<file path="src/rtl/tx_arb_pkg.sv">
// Shared types and constants for the two-port packet arbiter toward the MAC TX stream.
package tx_arb_pkg;
   localparam int NUM_PORTS   = 2;
   localparam int WORD_CNT_W  = 16;
   localparam int GAP_CNT_W   = 16;
   localparam int PKT_CNT_W   = 32;
   localparam int TRUNC_CNT_W = 16;

   typedef enum logic [1:0] {
      IDLE,
      XFER,
      DRAIN,
      GAP
   } arb_state_e;

   // Round-robin pick between two requesters; returns the winning port index.
   function automatic logic rr_pick(input logic v0, input logic v1, input logic last_grant);
      if (v0 && v1) return ~last_grant;
      else if (v1)  return 1'b1;
      else          return 1'b0;
   endfunction
endpackage

</file>
<file path="src/rtl/tx_pkt_arbiter_if.sv">
// 64-bit AXI-Stream style beat bundle; master drives payload, slave drives tready.
interface tx_pkt_arbiter_if;
   logic [63:0] tdata;
   logic [7:0]  tkeep;
   logic        tvalid;
   logic        tlast;
   logic        tuser;
   logic        tready;

   modport master (output tdata, output tkeep, output tvalid, output tlast, output tuser,
                   input tready);
   modport slave  (input tdata, input tkeep, input tvalid, input tlast,
                   output tready);
endinterface

</file>
<file path="src/rtl/tx_arb_stats.sv">
// Per-port completed-packet counters and truncation counter; all wrap at full scale.
module tx_arb_stats
   import tx_arb_pkg::*;
(
   input  logic                   user_clk,
   input  logic                   reset,
   input  logic                   pkt_done0,
   input  logic                   pkt_done1,
   input  logic                   trunc_evt,
   output logic [PKT_CNT_W-1:0]   pkt_cnt0,
   output logic [PKT_CNT_W-1:0]   pkt_cnt1,
   output logic [TRUNC_CNT_W-1:0] trunc_cnt
);
   logic [PKT_CNT_W-1:0]   pkt_cnt0_q, pkt_cnt0_d;
   logic [PKT_CNT_W-1:0]   pkt_cnt1_q, pkt_cnt1_d;
   logic [TRUNC_CNT_W-1:0] trunc_cnt_q, trunc_cnt_d;

   always_comb begin
      pkt_cnt0_d  = pkt_cnt0_q  + PKT_CNT_W'(pkt_done0);
      pkt_cnt1_d  = pkt_cnt1_q  + PKT_CNT_W'(pkt_done1);
      trunc_cnt_d = trunc_cnt_q + TRUNC_CNT_W'(trunc_evt);
   end

   always_ff @(posedge user_clk) begin
      if (reset) begin
         pkt_cnt0_q  <= '0;
         pkt_cnt1_q  <= '0;
         trunc_cnt_q <= '0;
      end else begin
         pkt_cnt0_q  <= pkt_cnt0_d;
         pkt_cnt1_q  <= pkt_cnt1_d;
         trunc_cnt_q <= trunc_cnt_d;
      end
   end

   assign pkt_cnt0  = pkt_cnt0_q;
   assign pkt_cnt1  = pkt_cnt1_q;
   assign trunc_cnt = trunc_cnt_q;
endmodule

</file>
<file path="src/rtl/tx_pkt_arbiter.sv">
// Two-port packet-granular round-robin arbiter with truncation and inter-packet gap.
// Optional statistics counters are built only when TX_ARB_STATS_EN is defined.
module tx_pkt_arbiter
   import tx_arb_pkg::*;
#(
   parameter int GAP_CYCLES = 2,
   parameter int MAX_WORDS  = 1024
)(
   input  logic                   user_clk,
   input  logic                   reset,
   tx_pkt_arbiter_if.slave        s0,
   tx_pkt_arbiter_if.slave        s1,
   tx_pkt_arbiter_if.master       m,
   output logic [PKT_CNT_W-1:0]   pkt_cnt0,
   output logic [PKT_CNT_W-1:0]   pkt_cnt1,
   output logic [TRUNC_CNT_W-1:0] trunc_cnt
);
   localparam logic [WORD_CNT_W-1:0] LAST_WORD = WORD_CNT_W'(MAX_WORDS - 1);
   localparam logic [GAP_CNT_W-1:0]  GAP_LOAD  =
      (GAP_CYCLES > 0) ? GAP_CNT_W'(GAP_CYCLES - 1) : '0;

   arb_state_e            state_q, state_d;
   logic                  gnt_vld_q, gnt_vld_d;
   logic                  gnt_idx_q, gnt_idx_d;
   logic                  last_grant_q, last_grant_d;
   logic [WORD_CNT_W-1:0] word_cnt_q, word_cnt_d;
   logic [GAP_CNT_W-1:0]  gap_cnt_q, gap_cnt_d;

   logic        sel_tvalid, sel_tlast;
   logic [63:0] sel_tdata;
   logic [7:0]  sel_tkeep;
   logic        sel_tready;
   logic        trunc_beat, xfer_acc, pkt_end, rr_idx;
   logic [63:0] m_tdata_o;
   logic [7:0]  m_tkeep_o;
   logic        m_tvalid_o, m_tlast_o, m_tuser_o;

   assign sel_tvalid = gnt_idx_q ? s1.tvalid : s0.tvalid;
   assign sel_tlast  = gnt_idx_q ? s1.tlast  : s0.tlast;
   assign sel_tdata  = gnt_idx_q ? s1.tdata  : s0.tdata;
   assign sel_tkeep  = gnt_idx_q ? s1.tkeep  : s0.tkeep;

   // Output stage; reset blanks the handshake in the same cycle it is seen.
   always_comb begin
      m_tvalid_o = 1'b0;
      m_tdata_o  = '0;
      m_tkeep_o  = '0;
      m_tlast_o  = 1'b0;
      m_tuser_o  = 1'b0;
      sel_tready = 1'b0;
      trunc_beat = 1'b0;
      if (!reset) begin
         case (state_q)
            XFER: begin
               m_tvalid_o = sel_tvalid;
               sel_tready = m.tready;
               trunc_beat = sel_tvalid && (word_cnt_q == LAST_WORD) && !sel_tlast;
               if (sel_tvalid) begin
                  m_tdata_o = sel_tdata;
                  m_tkeep_o = sel_tkeep;
                  m_tlast_o = sel_tlast || trunc_beat;
                  m_tuser_o = trunc_beat;
               end
            end
            DRAIN:   sel_tready = 1'b1;
            default: ;
         endcase
      end
   end

   assign xfer_acc = (state_q == XFER) && sel_tvalid && m.tready;
   assign rr_idx   = rr_pick(s0.tvalid, s1.tvalid, last_grant_q);

   always_comb begin
      state_d      = state_q;
      gnt_vld_d    = gnt_vld_q;
      gnt_idx_d    = gnt_idx_q;
      last_grant_d = last_grant_q;
      word_cnt_d   = word_cnt_q;
      gap_cnt_d    = gap_cnt_q;
      pkt_end      = 1'b0;
      case (state_q)
         IDLE: begin
            if (s0.tvalid || s1.tvalid) begin
               gnt_vld_d    = 1'b1;
               gnt_idx_d    = rr_idx;
               last_grant_d = rr_idx;
               state_d      = XFER;
            end
         end
         XFER: begin
            if (xfer_acc) begin
               word_cnt_d = word_cnt_q + WORD_CNT_W'(1);
               if (sel_tlast) begin
                  pkt_end = 1'b1;
               end else if (trunc_beat) begin
                  state_d    = DRAIN;
                  word_cnt_d = '0;
               end
            end
         end
         DRAIN: begin
            if (sel_tvalid && sel_tlast) pkt_end = 1'b1;
         end
         GAP: begin
            if (gap_cnt_q == '0) state_d = IDLE;
            else                 gap_cnt_d = gap_cnt_q - GAP_CNT_W'(1);
         end
         default: state_d = IDLE;
      endcase
      // Releasing the grant is common to normal completion and end of drain.
      if (pkt_end) begin
         word_cnt_d = '0;
         gnt_vld_d  = 1'b0;
         if (GAP_CYCLES > 0) begin
            state_d   = GAP;
            gap_cnt_d = GAP_LOAD;
         end else begin
            state_d = IDLE;
         end
      end
   end

   always_ff @(posedge user_clk) begin
      if (reset) begin
         state_q      <= IDLE;
         gnt_vld_q    <= 1'b0;
         gnt_idx_q    <= 1'b0;
         last_grant_q <= 1'b1;
         word_cnt_q   <= '0;
         gap_cnt_q    <= '0;
      end else begin
         state_q      <= state_d;
         gnt_vld_q    <= gnt_vld_d;
         gnt_idx_q    <= gnt_idx_d;
         last_grant_q <= last_grant_d;
         word_cnt_q   <= word_cnt_d;
         gap_cnt_q    <= gap_cnt_d;
      end
   end

   assign m.tvalid  = m_tvalid_o;
   assign m.tdata   = m_tdata_o;
   assign m.tkeep   = m_tkeep_o;
   assign m.tlast   = m_tlast_o;
   assign m.tuser   = m_tuser_o;
   assign s0.tready = sel_tready && gnt_vld_q && !gnt_idx_q;
   assign s1.tready = sel_tready && gnt_vld_q &&  gnt_idx_q;

`ifdef TX_ARB_STATS_EN
   logic pkt_done;
   assign pkt_done = xfer_acc && (sel_tlast || trunc_beat);

   tx_arb_stats u_stats (
      .user_clk  (user_clk),
      .reset     (reset),
      .pkt_done0 (pkt_done && !gnt_idx_q),
      .pkt_done1 (pkt_done &&  gnt_idx_q),
      .trunc_evt (xfer_acc && trunc_beat),
      .pkt_cnt0  (pkt_cnt0),
      .pkt_cnt1  (pkt_cnt1),
      .trunc_cnt (trunc_cnt)
   );
`else
   assign pkt_cnt0  = '0;
   assign pkt_cnt1  = '0;
   assign trunc_cnt = '0;
`endif
endmodule

</file>
<file path="src/flat_wrapper.sv">
// flat-port wrapper written by rule: the top's interface ports become plain ports
module tx_pkt_arbiter_flat import tx_arb_pkg::*;
#(
   parameter int GAP_CYCLES = 2,
   parameter int MAX_WORDS  = 1024
)
  (user_clk, reset, pkt_cnt0, pkt_cnt1, trunc_cnt, s0_tdata, s0_tkeep, s0_tvalid, s0_tlast, s0_tready, s1_tdata, s1_tkeep, s1_tvalid, s1_tlast, s1_tready, m_tdata, m_tkeep, m_tvalid, m_tlast, m_tuser, m_tready);
  tx_pkt_arbiter_if s0_i ();
  tx_pkt_arbiter_if s1_i ();
  tx_pkt_arbiter_if m_i ();
  input  logic user_clk;
  input  logic reset;
  output logic [PKT_CNT_W-1:0] pkt_cnt0;
  output logic [PKT_CNT_W-1:0] pkt_cnt1;
  output logic [TRUNC_CNT_W-1:0] trunc_cnt;
  input wire logic [$bits(s0_i.tdata)-1:0] s0_tdata;
  input wire logic [$bits(s0_i.tkeep)-1:0] s0_tkeep;
  input wire logic [$bits(s0_i.tvalid)-1:0] s0_tvalid;
  input wire logic [$bits(s0_i.tlast)-1:0] s0_tlast;
  output wire logic [$bits(s0_i.tready)-1:0] s0_tready;
  input wire logic [$bits(s1_i.tdata)-1:0] s1_tdata;
  input wire logic [$bits(s1_i.tkeep)-1:0] s1_tkeep;
  input wire logic [$bits(s1_i.tvalid)-1:0] s1_tvalid;
  input wire logic [$bits(s1_i.tlast)-1:0] s1_tlast;
  output wire logic [$bits(s1_i.tready)-1:0] s1_tready;
  output wire logic [$bits(m_i.tdata)-1:0] m_tdata;
  output wire logic [$bits(m_i.tkeep)-1:0] m_tkeep;
  output wire logic [$bits(m_i.tvalid)-1:0] m_tvalid;
  output wire logic [$bits(m_i.tlast)-1:0] m_tlast;
  output wire logic [$bits(m_i.tuser)-1:0] m_tuser;
  input wire logic [$bits(m_i.tready)-1:0] m_tready;
  assign s0_i.tdata = s0_tdata;
  assign s0_i.tkeep = s0_tkeep;
  assign s0_i.tvalid = s0_tvalid;
  assign s0_i.tlast = s0_tlast;
  assign s0_tready = s0_i.tready;
  assign s1_i.tdata = s1_tdata;
  assign s1_i.tkeep = s1_tkeep;
  assign s1_i.tvalid = s1_tvalid;
  assign s1_i.tlast = s1_tlast;
  assign s1_tready = s1_i.tready;
  assign m_tdata = m_i.tdata;
  assign m_tkeep = m_i.tkeep;
  assign m_tvalid = m_i.tvalid;
  assign m_tlast = m_i.tlast;
  assign m_tuser = m_i.tuser;
  assign m_i.tready = m_tready;
  tx_pkt_arbiter #(.GAP_CYCLES(GAP_CYCLES), .MAX_WORDS(MAX_WORDS)) u_core (.user_clk(user_clk), .reset(reset), .s0(s0_i), .s1(s1_i), .m(m_i), .pkt_cnt0(pkt_cnt0), .pkt_cnt1(pkt_cnt1), .trunc_cnt(trunc_cnt));
endmodule
</file>
<file path="config.mk">
export PLATFORM = sky130hd
export DESIGN_NAME = tx_pkt_arbiter_flat
export DESIGN_NICKNAME = d
export VERILOG_FILES = /design/src/rtl/tx_arb_pkg.sv /design/src/rtl/tx_pkt_arbiter_if.sv /design/src/rtl/tx_arb_stats.sv /design/src/rtl/tx_pkt_arbiter.sv /design/src/flat_wrapper.sv
export SDC_FILE = /design/constraint.sdc
export NUM_CORES = 1
export LEC_CHECK = 0
export BUFFER_PORTS_ARGS = -buffer_cell sky130_fd_sc_hd__buf_2
export CORE_UTILIZATION = 25
export DETAILED_ROUTE_END_ITERATION = 8
export GPL_TIMING_DRIVEN = 0
export HOLD_SLACK_MARGIN = 0.02
export MAX_ROUTING_LAYER = met4
export SLEW_MARGIN = 25
export SYNTH_ARGS = -nofsm -noshare
export SYNTH_HDL_FRONTEND = slang
export SYNTH_HIERARCHICAL = 1
export SYNTH_SLANG_ARGS = --single-unit
export TNS_END_PERCENT = 100
</file>
<file path="constraint.sdc">
create_clock -name user_clk -period 2.85 [get_ports user_clk]
set_input_delay 0.57 -clock user_clk [delete_from_list [all_inputs] [get_ports user_clk]]
set_output_delay 0.57 -clock user_clk [all_outputs]
set_load 0.01 [all_outputs]
</file>
==> results of run 1 <==
-- cells by family (layout without fill, tap and decap cells) --
kind of cell,after synthesis,after routing,share of synthesized area
compound gates,31,31,0.0544
xor+xnor,23,23,0.0554
fa+ha+maj,7,7,0.0241
buf+inv,113,347,0.201
flops,37,37,0.204
mux,74,74,0.204
other cells,1,83,0.00103
simple gates,189,189,0.257
-- flip-flops by register name, summed over array words and instances, names as in the netlist --
name and flops:
u_core/word_cnt_q 16, u_core/gnt_vld_q 1, u_core/gap_cnt_q 16, u_core/gnt_idx_q 1, u_core/state_q 2, u_core/last_grant_q 1
-- layout make-up --
type / instances / area, sq um
repair buffers: 226 / 1130
clock buffers: 5 / 125
clock inverters: 3 / 17.5
flip-flops and latches: 37 / 741
inverters: 9 / 33.8
plain buffers: 104 / 712
well taps: 180 / 225
multi-input cells: 404 / 2460
diodes: 3 / 7.51
fillers: 1517 / 8590
-- tightest hold or removal path, delay by kind of cell, from the launching register on --
kind,cells,cell delay (ns)
buffers and inverters,1,0.08
AOI/OAI and AO/OA,1,0.06
DFF,1,0.30
-- worst max-delay path by stage --
stage,end,slack (ns)
floorplan,m_tdata[21],0.68
global placement,m_tdata[11],-0.09
detailed placement,m_tdata[11],-0.07
CTS,m_tdata[11],0.01
global route,m_tdata[57],0.008
finish,m_tlast,0.15
-- routing by layer --
metal / share of wire / vias to the layer above
met5: 0 / -
met4: 0.0030 / 0
met3: 0.086 / 7
met2: 0.47 / 195
met1: 0.44 / 1717
li1: - / 2088
-- power by group through the flow --
stage / registers [W] / logic, W / clock network, W
3_5_place_dp: 0.000565 / 0.000934 / 0
4_1_cts: 0.000554 / 0.000938 / 0.000552
3_3_place_gp: 0.000565 / 0.000932 / 0
2_1_floorplan: 0.000562 / 0.000634 / 0
5_1_grt: 0.000557 / 0.00104 / 0.000581
6_report: 0.000555 / 0.000938 / 0.000534
-- timing repair --
item / CTS / global route
resized for setup: 2 / 11
hold endpoints to repair: 0 / 0
endpoints found under the setup margin: 60 / 60
-- per-stage QoR --
| stage | setup slack (ns) | total power (W) | cells |
|---|---|---|---|
| global route | 0.00797 | 0.00217 | 971 |
| finish | 0.149 | 0.00203 | 971 |
| global placement | -0.0867 | 0.00150 | 960 |
| floorplan | 0.684 | 0.00120 | 554 |
| detailed placement | -0.0709 | 0.00150 | 960 |
| CTS | 0.0140 | 0.00204 | 968 |
-- cells in the final DEF (no fill, tap or decap), types with 2 or more instances in the layout --
cell | synthesis | layout
buf_2 | 5 | 232
nor2_1 | 108 | 108
buf_4 | 80 | 80
conb_1 | 1 | 80
mux2i_1 | 73 | 73
dfxtp_1 | 37 | 37
nand2_1 | 18 | 18
a21oi_1 | 14 | 14
xnor2_1 | 14 | 14
clkbuf_2 | 0 | 11
inv_1 | 9 | 9
nand3_1 | 9 | 9
nor3_1 | 9 | 9
nand4_1 | 9 | 9
xor2_1 | 9 | 9
clkbuf_1 | 9 | 7
ha_1 | 7 | 7
nor4_1 | 6 | 6
clkbuf_16 | 0 | 5
o21ai_0 | 5 | 5
diode_2 | 0 | 3
and3_1 | 3 | 3
clkinv_2 | 0 | 2
nor2b_1 | 2 | 2
nor3b_1 | 2 | 2
or3_2 | 2 | 2
a311oi_1 | 2 | 2
a31oi_1 | 2 | 2
==> qor.csv, run 1 <==
stage,metric,value,unit
outcome,status,"complete, no violations",
synth,yosysTopAreaCell,dfxtp_1,
cells_and_area,layout-drive-gt1-share,0.442,
cells_and_area,final_area,5460,sq um
routing,drc_errors,0,
global_route,met2_usage,0.299,
routing,drt_iter0_drc,236,
sta,fmax,370,MHz
power_and_ir_drop,powerDensity,371,nW/um^2
sta,hold_viol,0,
synth,yosysWarnings,6,
placement,dpl.hpwl,11.2,mm
global_route,busiest_layer,met2,
cells_and_area,nets,945,
critical_path,cp.arrival,2.13,ns
critical_path,worstPathRequired,2.28,ns
routing,routed_via_density,4.13,
critical_path,critPathTopFamily,simple AND/OR/NAND/NOR gates,
min_path,min_to,u_core/gnt_vld_q$_SDFFE_PP0P_,
cts,cts_sinks,37,
global_route,overflow,0,
critical_path,endpoint_kind,output pin,
synth,synth_seq_area_share,0.204,
synth,syn_area_per_cell,7.66,sq um
global_route,grt_pass1_vias,3545,
sta,maxSlewViolCount,0,
global_route,grt_pass1_wl,19.8,mm
power_and_ir_drop,seqPwrFrac,0.274,
synth,synth_area,3640,sq um
cts,post-cts-setup-buffer-count,0,
die,fp-row-count,43,
power_and_ir_drop,p_clk_frac,0.264,
cells_and_area,area_delta_synth_final,50.0,%
power_and_ir_drop,ir_drop,0.000212,V
synth,synth_most_common_cell,nor2_1,
cts,cts_buffers,5,
min_path,hold_path_depth,2,
die,io_pins,308,
synth,ys_types,55,
sta,hold_ws,0.489,ns
cts,cts_buffer_depth,2,
sta,slew_headroom,0.526,
flow_run,drv_cap,0,
critical_path,critPathBufInv,1,
synth,syn_inst,475,
sta,min_period,2.70,ns
global_route,met1_usage,0.225,
synth,netlist_top_cells_area,"dfxtp_1, mux2i_1, buf_4",
critical_path,cp_slowest_stage_delay,0.53,ns
synth,synth_ff_type,dfxtp_1,
die,fp.dieArea,15000,sq um
power_and_ir_drop,p_sw,0.000736,W
critical_path,cp_slowest_cell,or4_1,
power_and_ir_drop,internal-power,0.00129,W
global_route,antenna_found_initial,4,
synth,synth-seq-cells,37,
power_and_ir_drop,p_comb_frac,0.463,
die,core,14000,sq um
die,fp.dieH,123,um
routing,vias,4007,
cts,cts-hold-fix-buffers,0,
critical_path,worstSetupPathType,flip-flop to output pin,
die,start_util,0.259,
sta,clock-skew-final,0.00266,ns
sta,worst_pin_slew,0.710,ns
global_route,use_met3,0.0372,
critical_path,crit_chain,"or4b_1, or4_1, a21oi_1, buf_2",
placement,placed_area,5290,sq um
critical_path,timing.rr.end,u_core/gap_cnt_q[5]$_SDFFE_PP0P_,
critical_path,r2r_start,u_core/state_q[1]$_SDFFE_PP0P_,
min_path,hold_path_class,flip-flop to flip-flop,
routing,dr.pass1.iters,4,
sta,period_share,0.948,
min_path,min_from,u_core/gnt_vld_q$_SDFFE_PP0P_,
cts,tritoncts,done,
global_route,grt_usage,0.178,
critical_path,startpoint_type,flip-flop,
sta,setup_tns,0,ns
sta,rsz0062_at_grt,no,
cells_and_area,fin_util,0.388,
cts,cts.clk_slew.worst_paths,0.06,ns
power_and_ir_drop,leakagePower,2.88,nW
global_route,grt_max_degree,13,
synth,synth_top_area_frac,0.204,
routing,wirelength,13.1,mm
critical_path,ff2ff_path_depth,8,
critical_path,path_max_fanout,7,
critical_path,rrSetupSlack,0.58,ns
sta,finalSetupViolCount,0,
routing,wl_per_cell,13.5,um
cts,clock-root-buffer,clkbuf_16,
routing,ant_nets,0,
placement,gp_congestion,0.827,
placement,io_buffers,226,
cts,cts_htree_levels,2,
die,die_x,123,um
power_and_ir_drop,swShare,0.363,
synth,ys_top_cells_by_count,"nor2_1, buf_4, mux2i_1",
critical_path,critPathLaunch,u_core/word_cnt_q[9]$_SDFFE_PP0P_,
synth,async_reset_ff_frac,0,
critical_path,crit_cells,4,
cts,clkLatencyLatePin,0.28,ns
synth,synth_edf_count,0,
Note: power is estimated with default switching activity, not from simulation.
==> inputs of run 2 (changes only) <==
Settings changed: CORE_AREA set to 2 2 120 122, CORE_UTILIZATION 25 to not set, DIE_AREA set to 0 0 122 124.
==> run 2 against run 1 <==
  * Sequential power hardly changed
  * Sequential cell count stayed put
  * Largest power group unchanged
  * Wire length is 1.3% higher
  * Hold slack worse by 0.0082 ns
  * Power is 2.6% higher
  * Fmax is 0.66% higher
==> qor.csv, run 2 (synthesized netlist as in run 1, its figures left out) <==
stage,metric,value,unit,change
routing,wirelength,13.3,mm,was 13.1 mm
routing,vias,4016,,was 4007
sta,finalSetupViolCount,0,,unchanged
sta,maxSlewViolCount,0,,unchanged
outcome,status,"complete, no violations",,unchanged
cts,cts_buffers,5,,unchanged
cts,clock-root-buffer,clkbuf_16,,unchanged
placement,io_buffers,226,,unchanged
power_and_ir_drop,p_comb_frac,0.452,,was 0.463
power_and_ir_drop,p_total,0.00208,W,was 0.00203 W
routing,dr.pass1.iters,5,,was 4
flow_run,drv_cap,0,,unchanged
sta,hold_viol,0,,unchanged
die,fp.dieH,124,um,was 123 um
cells_and_area,final_cell_mix,"buf_2, nor2_1, buf_4, conb_1, mux2i_1",,unchanged
critical_path,endpoint_kind,output pin,,unchanged
cells_and_area,layout_commonest_cell,buf_2,,unchanged
critical_path,cp.arrival,2.11,ns,was 2.13 ns
power_and_ir_drop,seqPwrFrac,0.267,,was 0.274
cells_and_area,multi_input_area,2460,sq um,about the same
sta,setup_tns,0,ns,unchanged
cells_and_area,nFillCells,1514,,was 1517
die,core,13700,sq um,was 14000 sq um
routing,drc_errors,0,,unchanged
cells_and_area,nets,945,,unchanged
sta,min_period,2.68,ns,was 2.70 ns
routing,ant_nets,0,,unchanged
cells_and_area,layout-drive-gt1-share,0.443,,was 0.442
cts,cts_htree_levels,2,,unchanged
critical_path,worstSetupPathType,flip-flop to output pin,,unchanged
cts,ctsResizeCount,4,,was 2
die,fp.dieArea,15100,sq um,was 15000 sq um
cts,tritoncts,done,,unchanged
die,fp-row-count,43,,unchanged
routing,drt_iter0_drc,311,,was 236
power_and_ir_drop,powerDensity,380,nW/um^2,was 371 nW/um^2
power_and_ir_drop,swShare,0.355,,was 0.363
cts,clkLatencyLatePin,0.28,ns,about the same
critical_path,path_max_fanout,7,,unchanged
sta,clock-skew-final,0.00640,ns,was 0.00266 ns
sta,setup_ws,0.167,ns,was 0.149 ns
placement,dpl.hpwl,11.5,mm,was 11.2 mm
routing,wl_per_cell,13.7,um,was 13.5 um
power_and_ir_drop,p_clk_frac,0.281,,was 0.264
placement,dpl_worst_slack,-0.0663,ns,was -0.0709 ns
cts,cts-hold-fix-buffers,0,,unchanged
die,start_util,0.265,,was 0.259
sta,worst_pin_slew,0.732,ns,was 0.710 ns
cts,cts_sinks,37,,unchanged
global_route,grt_max_degree,12,,was 13
critical_path,startpoint_type,flip-flop,,unchanged
global_route,grt_pass1_wl,19.6,mm,was 19.8 mm
sta,slew_headroom,0.512,,was 0.526
global_route,grt_usage,0.173,,was 0.178
cts,cts.clk_slew.worst_paths,0.06,ns,about the same
power_and_ir_drop,p_sw,0.000737,W,was 0.000736 W
sta,rsz0062_at_grt,no,,unchanged
routing,routed_via_density,4.13,,about the same
die,io_pins,308,,unchanged
power_and_ir_drop,internal-power,0.00134,W,was 0.00129 W
cells_and_area,instances_no_fill,973,,was 971
cells_and_area,area_delta_synth_final,50.6,%,was 50.0%
global_route,grt_pass1_vias,3643,,was 3545
min_path,hold_path_class,flip-flop to flip-flop,,unchanged
critical_path,worstPathRequired,2.28,ns,about the same
cts,cts_buffer_depth,2,,unchanged
cts,post-cts-setup-buffer-count,0,,unchanged
placement,placedCellCount,960,,unchanged
global_route,antenna_found_initial,5,,was 4
global_route,overflow,0,,unchanged
sta,period_share,0.941,,was 0.948
cells_and_area,top_regs,"u_core/gap_cnt_q: 16 flops, u_core/word_cnt_q: 16 flops, u_core/state_q: 2 flops",,unchanged
power_and_ir_drop,leakagePower,2.89,nW,was 2.88 nW
die,die_x,122,um,was 123 um
placement,gp_congestion,0.891,,was 0.827
power_and_ir_drop,ir_drop,0.000236,V,was 0.000212 V
sta,fmax,373,MHz,was 370 MHz
cells_and_area,regArea,741,sq um,unchanged
run 2: power by group through the flow:
stage	clock network, W	registers, W	logic (W)
global placement	0	0.000566	0.000928
CTS	0.000597	0.000555	0.000938
detailed placement	0	0.000566	0.000932
global route	0.000623	0.000558	0.00104
finish	0.000583	0.000555	0.000941
floorplan	0	0.000562	0.000634
run 2: final cells by class:
type / instances / share of cell area
Antenna cell: 5 / 0.00228
Buffer: 104 / 0.130
Clock buffer: 7 / 0.0279
Clock inverter: 1 / 0.000914
Inverter: 9 / 0.00617
Multi-Input combinational cell: 404 / 0.450
Sequential cell: 37 / 0.135
Tap cell: 180 / 0.0411
Timing Repair Buffer: 226 / 0.206
run 2: stage by stage:
stage                     cell area, sq um  utilization  hold slack (ns)
after floorplan                       3930            -            0.453
after global placement                5290        0.386            0.468
after detailed placement              5290        0.386            0.475
after CTS                             5450        0.397            0.484
after global routing                  5480        0.399            0.505
final                                 5480        0.399            0.481
run 2: critical path, stage by stage, from the launching register on:
cell     delay (ns)
dfxtp_1        0.43
or4b_1         0.48
or4_1          0.53
a21oi_1        0.21
buf_2          0.18
run 2: final timing paths:
path | slack (ns) | start | cells after the start | endpoint
worst min register to register | 0.48 | u_core/gnt_vld_q$_SDFFE_PP0P_ | 2 | u_core/gnt_vld_q$_SDFFE_PP0P_
worst max register to register | 0.61 | u_core/state_q[1]$_SDFFE_PP0P_ | 8 | u_core/word_cnt_q[2]$_SDFFE_PP0P_
worst min-delay path | 0.48 | u_core/gnt_vld_q$_SDFFE_PP0P_ | 2 | u_core/gnt_vld_q$_SDFFE_PP0P_
worst max-delay path | 0.17 | u_core/word_cnt_q[9]$_SDFFE_PP0P_ | 4 | m_tlast
run 2: metal layers:
| metal | wire (um) | vias up | global-route usage |
|---|---|---|---|
| met3 | 1210 | 6 | 0.0394 |
| met5 | 0 | - | - |
| li1 | - | 2083 | - |
| met4 | 67 | 0 | 0.0151 |
| met1 | 5950 | 1729 | 0.231 |
| met2 | 6070 | 198 | 0.279 |
==> inputs of run 3 (changes only) <==
Settings changed: CTS_BUF_LIST set to sky130_fd_sc_hd__clkbuf_8.
==> run 3 against run 2 <==
  * Sequential cell count stayed put
  * Non-clock buffer count stayed put
  * Core utilization decreased by 0.41 points
  * Power fell by 8.2%
  * Sequential share of layout area increased by 0.14 points
  * Combinational power is essentially flat
==> qor.csv, run 3 (synthesized netlist as in run 1, its figures left out) <==
stage,metric,value,unit,change
sta,finalSetupViolCount,0,,unchanged
routing,dr.pass1.iters,5,,unchanged
cells_and_area,final_area,5420,sq um,was 5480 sq um
critical_path,path_max_fanout,7,,unchanged
placement,io_buffers,226,,unchanged
die,core,13700,sq um,unchanged
flow_run,drv_cap,0,,unchanged
sta,slew_headroom,0.503,,was 0.512
routing,wirelength,13.3,mm,about the same
cells_and_area,final_cell_mix,"buf_2, nor2_1, buf_4, conb_1, mux2i_1",,unchanged
routing,drt_iter0_drc,262,,was 311
global_route,grt_usage,0.173,,unchanged
cts,cts.clk_slew.worst_paths,0.08,ns,was 0.06 ns
sta,fmax,370,MHz,was 373 MHz
placement,dpl.hpwl,11.5,mm,unchanged
cells_and_area,fin_util,0.395,,was 0.399
die,fp-row-count,43,,unchanged
global_route,overflow,0,,unchanged
routing,top_layer_used,met4,,unchanged
critical_path,endpoint_kind,output pin,,unchanged
min_path,hold_path_class,flip-flop to flip-flop,,unchanged
cts,cts_sinks,37,,unchanged
cells_and_area,nFillCells,1522,,was 1514
cts,post-cts-setup-buffer-count,0,,unchanged
cts,clock-root-buffer,clkbuf_8,,was clkbuf_16
critical_path,worstPathRequired,2.28,ns,about the same
routing,wl_per_cell,13.7,um,about the same
outcome,status,"complete, no violations",,unchanged
routing,wl_met3,1.21,mm,about the same
routing,drt-met1-wl,5.96,mm,was 5.95 mm
critical_path,startpoint_type,flip-flop,,unchanged
routing,vias,3997,,was 4016
sta,period_share,0.948,,was 0.941
cells_and_area,top_regs,"u_core/gap_cnt_q: 16 flops, u_core/word_cnt_q: 16 flops, u_core/state_q: 2 flops",,unchanged
sta,hold_viol,0,,unchanged
routing,dr_wl_met2,6.01,mm,was 6.07 mm
global_route,grt_max_degree,12,,unchanged
cts,cts_buffer_depth,2,,unchanged
sta,min_period,2.70,ns,was 2.68 ns
sta,clock-skew-final,0.00727,ns,was 0.00640 ns
routing,drc_errors,0,,unchanged
global_route,grt_pass1_wl,19.6,mm,about the same
cts,cts_htree_levels,2,,unchanged
cells_and_area,nets,945,,unchanged
cts,cts_buffers,5,,unchanged
cts,clkLatencyLatePin,0.30,ns,was 0.28 ns
global_route,antenna_found_initial,5,,unchanged
routing,routed_via_density,4.11,,was 4.13
sta,maxSlewViolCount,0,,unchanged
cells_and_area,area_delta_synth_final,49.1,%,was 50.6%
power_and_ir_drop,p_total,0.00191,W,was 0.00208 W
critical_path,cp.arrival,2.13,ns,was 2.11 ns
sta,worst_pin_slew,0.746,ns,was 0.732 ns
cells_and_area,layout-drive-gt1-share,0.443,,unchanged
cells_and_area,layout_commonest_cell,buf_2,,unchanged
critical_path,worstSetupPathType,flip-flop to output pin,,unchanged
sta,setup_tns,0,ns,unchanged
power_and_ir_drop,leakagePower,2.86,nW,was 2.89 nW
die,io_pins,308,,unchanged
sta,rsz0062_at_grt,no,,unchanged
die,fp.dieH,124,um,unchanged
die,die_x,122,um,unchanged
power_and_ir_drop,ir_drop,0.000168,V,was 0.000236 V
global_route,grt_pass1_vias,3651,,was 3643
routing,ant_nets,0,,unchanged
cts,tritoncts,done,,unchanged
placement,placed_area,5290,sq um,unchanged
placement,gp_congestion,0.891,,unchanged
power_and_ir_drop,powerDensity,352,nW/um^2,was 380 nW/um^2
die,start_util,0.265,,unchanged
die,fp.dieArea,15100,sq um,unchanged
run 3: repair_timing:
action                                  in CTS  in global routing
resized for setup                            6                  9
endpoints found under the setup margin      60                 51
cloned                                       0                  0
hold buffers                                 0                  0
run 3: path summary, 6_finish.rpt:
kind	end	from	cells past startpoint	slack, ns
min reg2reg	u_core/gnt_vld_q$_SDFFE_PP0P_	u_core/gnt_vld_q$_SDFFE_PP0P_	2	0.48
max reg2reg	u_core/word_cnt_q[4]$_SDFFE_PP0P_	u_core/state_q[1]$_SDFFE_PP0P_	8	0.61
min	u_core/gnt_vld_q$_SDFFE_PP0P_	u_core/gnt_vld_q$_SDFFE_PP0P_	2	0.48
max	m_tlast	u_core/word_cnt_q[9]$_SDFFE_PP0P_	4	0.15
run 3: layout make-up:
class                   count  area (sq um)  area share
clock inverters             1          5.00    0.000923
flip-flops and latches     37           741       0.137
repair buffers            226          1130       0.209
inverters                   9          33.8     0.00623
diodes                      5          12.5     0.00231
plain buffers             104           712       0.131
clock buffers               7          96.3      0.0178
multi-input cells         404          2460       0.455
well taps                 180           225      0.0415
run 3: through the flow:
step                      cells  setup slack [ns]  hold slack (ns)
final                       973             0.148            0.485
after floorplan             554             0.684            0.453
after global placement      960           -0.0670            0.468
after CTS                   968            0.0349            0.487
after global routing        972         0.0000508            0.508
after detailed placement    960           -0.0663            0.475
run 3: critical path: stages (launching register included):
cell     delay (ns)
dfxtp_1        0.44
or4b_1         0.48
or4_1          0.53
a21oi_1        0.21
buf_2          0.19
run 3: power by group:
group	internal [W]	switching, W	leakage (nW)
logic	0.000435	0.000506	2.51
clock network	0.000219	0.000195	0.0543
registers	0.000536	0.0000180	0.299
run 3: layer usage:
layer / track usage / vias to the layer above
li1: - / 2083
met1: 0.230 / 1712
met2: 0.277 / 193
met3: 0.0353 / 9
met4: 0.0287 / 0
met5: - / -
